===== src/rtl/lfsr_stream_gen.sv =====
// -----------------------------------------------------------------------------
// lfsr_stream_gen
//
// Fibonacci LFSR pseudo-random word generator behind a valid/ready stream.
// The LFSR advances only when a word is consumed (valid_o && ready_i), so a
// back-pressuring consumer never loses a word.
//
// Optional feature (compile-time macro):
//   LFSR_STREAM_LOCKUP_RECOVERY_EN
//     defined   : loading seed_i == 0 loads SEED instead and sets the sticky
//                 lockup_o flag (cleared by rst or the next non-zero load).
//     undefined : a zero seed is loaded verbatim; lockup_o is tied to 0.
//
// Parameters:
//   WIDTH     - state/word width (2..32)
//   POLINOM   - feedback tap mask
//   SEED      - reset/recovery seed, must be non-zero
//   STEPS     - single-step shifts chained per advance (1..WIDTH)
//   CNT_WIDTH - transfer counter width
//
// Ports:
//   clk         in   clock, rising edge
//   rst         in   synchronous reset, active-high
//   en_i        in   run request
//   seed_load_i in   load seed_i this cycle (priority below rst)
//   seed_i      in   seed value
//   ready_i     in   consumer ready
//   valid_o     out  data_o valid
//   data_o      out  current LFSR state word
//   cnt_o       out  transfers since last load/wrap
//   wrap_o      out  one-cycle pulse: sequence returned to the loaded seed
//   lockup_o    out  sticky: an all-zero seed load was replaced by SEED
// -----------------------------------------------------------------------------
module lfsr_stream_gen #(
    parameter int unsigned       WIDTH     = 10,
    parameter logic [WIDTH-1:0]  POLINOM   = 10'b00_1000_0001,
    parameter logic [WIDTH-1:0]  SEED      = WIDTH'(1),
    parameter int unsigned       STEPS     = 1,
    parameter int unsigned       CNT_WIDTH = 10
) (
    input  logic                 clk,
    input  logic                 rst,
    input  logic                 en_i,
    input  logic                 seed_load_i,
    input  logic [WIDTH-1:0]     seed_i,
    input  logic                 ready_i,
    output logic                 valid_o,
    output logic [WIDTH-1:0]     data_o,
    output logic [CNT_WIDTH-1:0] cnt_o,
    output logic                 wrap_o,
    output logic                 lockup_o
);

    typedef enum logic [1:0] {
        ST_IDLE  = 2'd0,
        ST_RUN   = 2'd1,
        ST_DRAIN = 2'd2
    } state_t;

    state_t               r_state;
    logic                 r_valid;
    logic [WIDTH-1:0]     r_data;
    logic [WIDTH-1:0]     r_seed_q;
    logic [CNT_WIDTH-1:0] r_cnt;
    logic                 r_wrap;

    logic                 w_xfer;
    logic [WIDTH-1:0]     w_next;
    logic [WIDTH-1:0]     w_load_val;

    // STEPS single shifts chained combinationally; the new bit enters at the MSB.
    function automatic logic [WIDTH-1:0] f_advance(input logic [WIDTH-1:0] s);
        logic [WIDTH-1:0] v;
        v = s;
        for (int unsigned i = 0; i < STEPS; i++) begin
            v = {^(v & POLINOM), v[WIDTH-1:1]};
        end
        return v;
    endfunction

    always_comb begin
        w_xfer = r_valid & ready_i;
        w_next = f_advance(r_data);
    end

`ifdef LFSR_STREAM_LOCKUP_RECOVERY_EN
    logic w_load_zero;
    logic r_lockup;

    always_comb begin
        w_load_zero = (seed_i == '0);
        w_load_val  = w_load_zero ? SEED : seed_i;
    end

    always_ff @(posedge clk) begin
        if (rst) begin
            r_lockup <= 1'b0;
        end else if (seed_load_i) begin
            r_lockup <= w_load_zero;
        end
    end

    assign lockup_o = r_lockup;
`else
    always_comb begin
        w_load_val = seed_i;
    end

    assign lockup_o = 1'b0;
`endif

    always_ff @(posedge clk) begin
        if (rst) begin
            r_state  <= ST_IDLE;
            r_valid  <= 1'b0;
            r_data   <= SEED;
            r_seed_q <= SEED;
            r_cnt    <= '0;
            r_wrap   <= 1'b0;
        end else if (seed_load_i) begin
            // A coincident transfer is accepted downstream but neither
            // advances the state nor counts.
            r_state  <= ST_IDLE;
            r_valid  <= 1'b0;
            r_data   <= w_load_val;
            r_seed_q <= w_load_val;
            r_cnt    <= '0;
            r_wrap   <= 1'b0;
        end else begin
            r_wrap <= 1'b0;
            if (w_xfer) begin
                r_data <= w_next;
                if (w_next == r_seed_q) begin
                    r_wrap <= 1'b1;
                    r_cnt  <= '0;
                end else begin
                    r_cnt <= r_cnt + CNT_WIDTH'(1);
                end
            end

            // valid_o only falls on a transfer, so a dropped en_i parks in
            // DRAIN until the pending word is taken.
            case (r_state)
                ST_IDLE: begin
                    if (en_i) begin
                        r_state <= ST_RUN;
                        r_valid <= 1'b1;
                    end
                end
                ST_RUN: begin
                    if (!en_i) begin
                        if (w_xfer) begin
                            r_state <= ST_IDLE;
                            r_valid <= 1'b0;
                        end else begin
                            r_state <= ST_DRAIN;
                        end
                    end
                end
                ST_DRAIN: begin
                    if (w_xfer) begin
                        r_state <= ST_IDLE;
                        r_valid <= 1'b0;
                    end
                end
                default: begin
                    r_state <= ST_IDLE;
                    r_valid <= 1'b0;
                end
            endcase
        end
    end

    assign valid_o = r_valid;
    assign data_o  = r_data;
    assign cnt_o   = r_cnt;
    assign wrap_o  = r_wrap;

endmodule

===== config.mk =====
export PLATFORM = sky130hd
export DESIGN_NAME = lfsr_stream_gen
export DESIGN_NICKNAME = d
export VERILOG_FILES = /design/src/rtl/lfsr_stream_gen.sv
export SDC_FILE = /design/constraint.sdc
export NUM_CORES = 1
export LEC_CHECK = 0
export ABC_AREA = 1
export BUFFER_PORTS_ARGS = -buffer_cell sky130_fd_sc_hd__buf_2
export CAP_MARGIN = 0
export CORE_MARGIN = 10
export CORE_UTILIZATION = 55
export DETAILED_ROUTE_END_ITERATION = 7
export PLACE_DENSITY = 0.87
export RECOVER_POWER = 100
export REMOVE_ABC_BUFFERS = 1
export SLEW_MARGIN = 0
export SYNTH_ARGS = -nofsm -noshare
export SYNTH_HDL_FRONTEND = slang
export SYNTH_SLANG_ARGS = --single-unit
export TNS_END_PERCENT = 10

===== constraint.sdc =====
create_clock -name clk -period 4 [get_ports clk]
set_clock_uncertainty 0.15 [all_clocks]
set_input_delay 0.6 -clock clk [delete_from_list [all_inputs] [get_ports clk]]
set_output_delay 0.6 -clock clk [all_outputs]
set_load 0.01 [all_outputs]

# After elaboration in Yosys (flattened, before gate mapping)
# Cells that the tools add are included.
[classes]
n_addsub = 1
eq_ne = 6
muxes = 13
bitwise = 2
reduce_logical = 7
[ops]
columns = ["cell", "count"]
rows = [
  ["two-way mux 10 bit", 3],
  ["adder 10 x 1 -> 10 bit (second input constant)", 1],
  ["== test 10 bit", 1],
  ["parity 10 bit", 1],
  ["two-way mux 2 bit", 4],
  ["!= test 2 bit (second input constant)", 3],
  ["one-hot mux 2 bit (3 select lines)", 1],
  ["two-way mux 1 bit", 4],
  ["one-hot mux 1 bit (3 select lines)", 1],
  ["AND reduction 3 bit", 1],
  ["OR reduction 3 bit", 1],
  ["== test 2 x 1 -> 1 bit (second input constant)", 1],
  ["== test 2 bit (second input constant)", 1],
  ["logical NOT 2 bit", 1],
  ["AND reduction 2 bit", 1],
  ["nonzero test 2 bit", 1],
  ["OR reduction 2 bit", 1],
  ["bitwise AND 1 bit", 1],
  ["inverter 1 bit", 1],
]
[word_totals]
regBits = 34
output_inout_bits = 23
wordCells = 35

# Logic depth before layout (Yosys ltp)
# Gate-level depths: netlist of run 1.
[logic_depth]
depth_word = 4
ltp_mapped = 10

# Least setup slack after synthesis of run 1
# No wires, ideal clock.
[synth_timing]
path_type = "input to register"
startpoint = "input rst"
endpoint = "register r_cnt[9] (netlist: cnt_o[9])"
setup_ps = 56
t_arrival_ps = 1346
setup_slack_ps = 2448
stages = 7
path_buffers = 2
path_cell_list = "buf_2 nor2_2 inv_2 buf_2 nor2_1 nand2_1 inv_1"
[synth_via]
elab_chain_len = 1
[synth_lines]
columns = ["element", "line_no", "text"]
rows = [
  ["from (decl)", "42", "input logic rst,"],
  ["OR reduction 2 bit (no line)", "n/a", ""],
  ["to (signal assigned)", "137", "r_cnt <= r_cnt + CNT_WIDTH'(1);"],
  ["to (decl)", "64", "logic [CNT_WIDTH-1:0] r_cnt;"],
]
# No other way between the ends.
# A chain may end at the register's enable or synchronous reset.

# Worst setup path after layout of run 1
[layout_timing]
startpoint = "register r_valid (netlist: valid_o)"
endpoint = "register r_cnt[1] (netlist: cnt_o[1])"
[layout_via]
elab_chain_len = 1
[layout_lines]
columns = ["element", "line_no", "text"]
rows = [
  ["from (decl)", "61", "logic r_valid;"],
  ["from (signal assigned)", "115", "r_valid <= 1'b0;"],
  ["from (signal assigned)", "124", "r_valid <= 1'b0;"],
  ["from (signal assigned)", "147", "r_valid <= 1'b1;"],
  ["bitwise AND 1 bit", "82", "w_xfer = r_valid & ready_i;"],
]
# No other way between the ends.

==> results of run 1 <==
## tightest hold or removal path, cell delays in order (launching register included)
cell,delay [ns]
dfxtp_1,0.33
nand2_1,0.06
a21oi_1,0.05
## logic make-up (layout without fill, tap and decap cells)
kind of cell             Yosys count  in the layout  share of synthesized area
AO/OA/AOI/OAI                     30             30                      0.101
XOR/XNOR                           9              9                     0.0469
adder cells (fa/ha/maj)            5              5                     0.0373
buffers and inverters             40             78                     0.0984
flip-flops                        34             34                      0.405
multiplexers                       1              1                    0.00596
other                              1              1                    0.00223
AND/OR/NAND/NOR                  114            114                      0.303
## state kept, by name (all words and copies together) (netlist names)
name and flops:
cnt_o 10, data_o 10, r_seed_q 10, r_state 2
valid_o 1, wrap_o 1
## layout by cell type, fill, tap and decap left out, drive strengths merged
master	synthesis	final
a21oi	10	10
clkbuf	1	30
a31oi	8	8
nand3	8	8
xor2	6	6
dfxtp	34	34
nand2	78	78
o22ai	5	5
conb	1	1
inv	34	34
nor2	23	23
o211ai	1	1
xnor2	3	3
ha	5	5
o21ai	6	6
nor3b	2	2
buf	5	13
nor3	3	3
mux2i	1	1
clkinv	0	1
## layer usage
metal / GRT usage / wire length [um]
met2: 0.222 / 1770
met3: 0.0631 / 354
met1: 0.161 / 1680
met4: 0.0680 / 65
met5: 0 / 0
## power groups by stage
stage	registers [W]	clock network [W]	logic (W)
floorplan	0.000373	0	0.0000499
global placement	0.000372	0	0.0000809
detailed placement	0.000372	0	0.0000829
CTS	0.000364	0.000203	0.0000833
global route	0.000366	0.000217	0.0000888
finish	0.000364	0.000201	0.0000784
## through the flow
stage          cell area [um^2]  utilization
4_1_cts                    1920        0.679
3_3_place_gp               1860        0.658
5_1_grt                    1870        0.661
2_1_floorplan              1640            -
3_5_place_dp               1860        0.658
6_report                   1870        0.661
## cell type report
| cell class | instances | area, um^2 | area share |
|---|---|---|---|
| clock buffers | 7 | 55.1 | 0.0295 |
| clock inverters | 1 | 5.00 | 0.00268 |
| inverters | 34 | 128 | 0.0683 |
| repair buffers | 36 | 151 | 0.0810 |
| flip-flops and latches | 34 | 681 | 0.364 |
| well taps | 31 | 38.8 | 0.0207 |
| multi-input cells | 160 | 811 | 0.434 |
## worst min path at each step
stage,start,end,slack [ns],depth (start not counted)
6_report,r_seed_q[5]$_SDFFE_PP0P_,r_seed_q[5]$_SDFFE_PP0P_,0.34,2
5_1_grt,r_seed_q[5]$_SDFFE_PP0P_,r_seed_q[5]$_SDFFE_PP0P_,0.35,2
4_1_cts,r_seed_q[5]$_SDFFE_PP0P_,r_seed_q[5]$_SDFFE_PP0P_,0.34,2
3_5_place_dp,r_seed_q[6]$_SDFFE_PP0P_,r_seed_q[6]$_SDFFE_PP0P_,0.32,2
3_3_place_gp,r_seed_q[0]$_SDFFE_PP1P_,r_seed_q[0]$_SDFFE_PP1P_,0.31,2
2_1_floorplan,r_seed_q[0]$_SDFFE_PP1P_,r_seed_q[0]$_SDFFE_PP1P_,0.29,2
==> impl_metrics.yaml, run 1 <==
outcome:
  status: "finished clean"
worst_setup_path:
  r2r_start: "valid_o$_SDFFE_PP0P_"
  cpMostUsedCell: "nand2_1"
  worstRegToRegCells: 5
  cp_cell_sequence: "nand2_1, inv_1, nand3_1, nand2_1, nor2_2"
  r2r_slack_ns: 2.15
  crit_start: "valid_o$_SDFFE_PP0P_"
  critPathCapture: "cnt_o[1]$_SDFFE_PP0P_"
  crit_buf_inv: 1
  cp.depth: 5
  reg2reg_to: "cnt_o[1]$_SDFFE_PP0P_"
  worstPathMaxFanout: 12
  endpoint_kind: "flop"
  critical_path.slowest_cell: "dfxtp_1"
  max_stage_delay_ns: 0.37
  critPathTopFamily: "simple AND/OR/NAND/NOR gates"
  arrival_ns: 1.94
  critPathRequiredTime_ns: 4.09
  crit_path_start_kind: "flop"
  worstSetupPathType: "flop to flop"
cts:
  cts_post_setup_buffers_inserted: 0
  clk_latency_ns: 0.35
  cts_tree: "built"
  path_clk_slew_ns: 0.10
  cts-resized-gates: 0
  ctsHoldBuffers: 0
  cts_buffers: 5
  root_buffer: "clkbuf_4"
  htreeDepth: 2
  cts_sinks: 34
  clk_path_buf_depth: 2
route:
  wl_per_cell_um: 12.8
  vias: 1562
  drt_iter0_drc: 85
  routed_wl_um: 3870
  routed_via_density: 5.16
  ant_nets: 0
  dr.pass1.iters: 4
  drc: 0
place:
  dp_slack_ns: 2.00
  dpl.cell_count: 295
  dpl.hpwl_um: 2870
  port_buffers: 36
  routabilityCongestion: 0.831
yosys:
  synth_top_area_share: 0.405
  yosys_warnings: 0
  synth_seq_cells: 34
  ys.flop_type: "dfxtp_1"
  synth_edf_count: 0
  syn_area_per_cell_um2: 7.18
  ys_top_cells_by_count: "nand2_1, dfxtp_1, inv_1"
  syn_area_um2: 1680
  synth.distinct_cells: 30
  ys_seq_area_frac: 0.405
  synth_cells: 234
  synthArstFlopShare: 0
  synthTopCellsByArea: "dfxtp_1, nand2_1, inv_1, ha_1, nor2_1"
  yosysMostFrequentCell: "nand2_1"
  synth_area_leader_cell: "dfxtp_1"
timing:
  rsz0062_at_grt: "no"
  fin_crit_ns: 1.85
  drv_slew: 0
  min_period_over_period: 0.462
  relSlewSlack: 0.552
  final_hold_viol_count: 0
  final-setup-viol-count: 0
  tns_ns: 0
  timing.final.ws_setup_ns: 2.15
  fmax_mhz: 542
  hold-worst-slack_ns: 0.335
  tightest_slew_ns: 0.672
floorplan:
  row_count: 19
  initial_utilization: 0.594
  io-pin-count: 38
  core_um2: 2830
  die_width_um: 75.3
  chipHeight_um: 75.3
  dieArea_um2: 5660
pwr:
  power.density_nw_per_um2: 344
  combPwrFrac: 0.122
  p_clk_frac: 0.312
  p_sw_frac: 0.276
  leakage_nw: 0.823
  irDropWorstVdd_uv: 233
  p_int_w: 0.000466
  p_sw_w: 0.000178
  total_power_w: 0.000644
  power_frac_seq: 0.566
grt:
  grt_pass1_vias: 1435
  grt_overflow: 0
  grt_use_total: 0.141
  grt_max_degree: 20
  antenna_found_initial: 0
  grt_pass1_wl_um: 6200
final_layout:
  nets: 291
  area_growth_pct: 11.3
  fillers: 271
  layout-drive-gt1-share: 0.118
  final_cells: 303
  n_antenna_cell: 0
hold_path:
  min_path_type: "flop to flop"
flow_run:
  cap_violations: 0
Note: power is estimated with default switching activity, not from simulation.
==> run 2: changes to the inputs <==
--- a/config.mk
+++ b/config.mk
@@ -5,13 +5,13 @@
 export SDC_FILE = /design/constraint.sdc
 export NUM_CORES = 1
 export LEC_CHECK = 0
-export ABC_AREA = 1
+export ABC_AREA = 0
 export BUFFER_PORTS_ARGS = -buffer_cell sky130_fd_sc_hd__buf_2
 export CAP_MARGIN = 0
 export CORE_MARGIN = 10
-export CORE_UTILIZATION = 55
+export CORE_UTILIZATION = 52
 export DETAILED_ROUTE_END_ITERATION = 7
-export PLACE_DENSITY = 0.87
+export PLACE_DENSITY = 0.84
 export RECOVER_POWER = 100
 export REMOVE_ABC_BUFFERS = 1
 export SLEW_MARGIN = 0
==> constraint.sdc (replaced) <==
create_clock -name clk -period 1.9 [get_ports clk]
set_clock_uncertainty 0.15 [all_clocks]
set_input_delay 0.285 -clock clk [delete_from_list [all_inputs] [get_ports clk]]
set_output_delay 0.285 -clock clk [all_outputs]
set_load 0.01 [all_outputs]
==> impl_metrics.yaml, run 2 <==
pwr:
  total_power_w: 0.00134
  combPwrFrac: 0.130
  p_clk_frac: 0.297
  p_sw_w: 0.000351
  power_frac_seq: 0.573
  p_int_w: 0.000989
  p_sw_frac: 0.262
  leakage_nw: 0.661
  irDropWorstVdd_uv: 635
  power.density_nw_per_um2: 736
final_layout:
  area_growth_pct: 13.3
  finalInstanceArea_um2: 1820
  utilization: 0.607
  n_antenna_cell: 0
  final_cell_mix: "dfxtp_1, clkbuf_1, xnor2_1"
  final_common_cell: "dfxtp_1"
  nets: 234
  layout-drive-gt1-share: 0.117
floorplan:
  dieArea_um2: 5720
  initial_utilization: 0.535
  row_count: 20
  core_um2: 3000
  io-pin-count: 38
  die_width_um: 75.6
  chipHeight_um: 75.6
hold_path:
  min_path_type: "primary input to flop"
cts:
  cts_post_setup_buffers_inserted: 0
  cts_sinks: 34
  clk_latency_ns: 0.34
  htreeDepth: 2
  clk_path_buf_depth: 2
  ctsHoldBuffers: 0
  root_buffer: "clkbuf_4"
  cts_buffers: 5
  path_clk_slew_ns: 0.10
  cts_tree: "built"
  cts-resized-gates: 0
timing:
  min_period_over_period: 0.866
  final-setup-viol-count: 0
  tightest_slew_ns: 1.09
  drv_slew: 0
  fmax_mhz: 608
  rsz0062_at_grt: "no"
  fin_crit_ns: 1.65
  final_hold_viol_count: 0
  relSlewSlack: 0.276
grt:
  grt_max_degree: 32
  grt_use_total: 0.132
  antenna_found_initial: 0
  grt_overflow: 0
  grt_pass1_vias: 1394
  grt_pass1_wl_um: 5890
route:
  ant_nets: 0
  routed_wl_um: 3410
  vias: 1302
  dr.pass1.iters: 4
  drc: 0
  routed_via_density: 5.29
  drt_iter0_drc: 83
  wl_per_cell_um: 13.8
yosys:
  syn_area_um2: 1610
  synth_top_area_share: 0.423
  syn_area_per_cell_um2: 9.03
  synth_cells: 178
  synth.distinct_cells: 31
  synthArstFlopShare: 0
  synthTopCellsByArea: "dfxtp_1, xnor2_1, mux2i_1, ha_1, a21oi_1"
  synth_seq_cells: 34
  yosys_warnings: 0
  synth_area_leader_cell: "dfxtp_1"
  ys_top_cells_by_count: "dfxtp_1, xnor2_1, nor2_1"
  ys.flop_type: "dfxtp_1"
  yosysMostFrequentCell: "dfxtp_1"
  ys_seq_area_frac: 0.423
  synth_edf_count: 0
worst_setup_path:
  critPathRequiredTime_ns: 1.96
  critical_path.slowest_cell: "clkbuf_1"
  cp_cell_sequence: "clkbuf_1, or2_1, nor3_1"
  crit_path_start_kind: "primary input"
  worstSetupPathType: "primary input to flop"
  endpoint_kind: "flop"
  r2r_slack_ns: 0.31
  worstPathMaxFanout: 31
  max_stage_delay_ns: 0.78
  arrival_ns: 1.71
flow_run:
  cap_violations: 0
outcome:
  status: "finished clean"
place:
  dpl.hpwl_um: 2560
  routabilityCongestion: 0.736
  dpl_cell_area_um2: 1800
  port_buffers: 36
## run 2: cell count changes after synthesis, sizes merged, moves of 9 or more
cell,previous run,this run
nand2,78,11
mux2i,1,11
xnor2,3,17
inv,34,4
nor3,3,12
## run 2: power groups by stage
| stage | Sequential (W) | Combinational (W) | Clock (W) |
|---|---|---|---|
| global placement | 0.000783 | 0.000179 | 0 |
| finish | 0.000767 | 0.000174 | 0.000398 |
| detailed placement | 0.000784 | 0.000181 | 0 |
| global route | 0.000772 | 0.000199 | 0.000440 |
| CTS | 0.000768 | 0.000183 | 0.000405 |
| floorplan | 0.000786 | 0.000106 | 0 |
## run 2: per-stage QoR
stage	setup TNS, ns	instances	hold WS [ns]	setup slack [ns]
5_1_grt	0	246	0.0396	0.0873
3_3_place_gp	0	240	0.322	0.349
4_1_cts	0	246	0.0330	0.301
6_report	0	246	0.0385	0.254
2_1_floorplan	-1.34	167	0.204	-0.136
3_5_place_dp	0	240	0.328	0.314
## run 2: final cells by class
type / instances / area (um^2)
Clock buffer: 6 / 51.3
Fill cell: 294 / 1180
Inverter: 4 / 15.0
Multi-Input combinational cell: 129 / 855
Sequential cell: 34 / 681
Tap cell: 33 / 41.3
Timing Repair Buffer: 40 / 179
## run 2: cells by family (layout without fill, tap and decap cells)
group,after synthesis,in the layout,synth area share
AOI/OAI and AO/OA,27,27,0.104
xor gates and xnor gates,20,20,0.109
adders and majority gates,5,5,0.0389
buffers and inverters,15,50,0.0451
DFF,34,34,0.423
muxes,12,12,0.0755
other,1,1,0.00233
and+or+nand+nor,64,64,0.202
## run 2: final timing paths
| kind | startpoint | endpoint | cells past startpoint |
|---|---|---|---|
| max | seed_load_i | cnt_o[6]$_SDFFE_PP0P_ | 3 |
| max reg2reg | r_state[0]$_SDFFE_PP0P_ | r_state[0]$_SDFFE_PP0P_ | 6 |
| min | seed_i[9] | data_o[9]$_SDFFE_PP0P_ | 3 |
| min reg2reg | r_seed_q[1]$_SDFFE_PP0P_ | r_seed_q[1]$_SDFFE_PP0P_ | 2 |
## run 2: critical path: cells and delay by family
kind	cells	cell delay (ns)
AND/OR/NAND/NOR	2	0.63
buffers and inverters	1	0.78
## run 2: per-layer routing
metal,part of all wire,global-route usage
met3,0.070,0.0521
met4,0.012,0.0371
met1,0.45,0.142
met5,0,0
met2,0.47,0.233
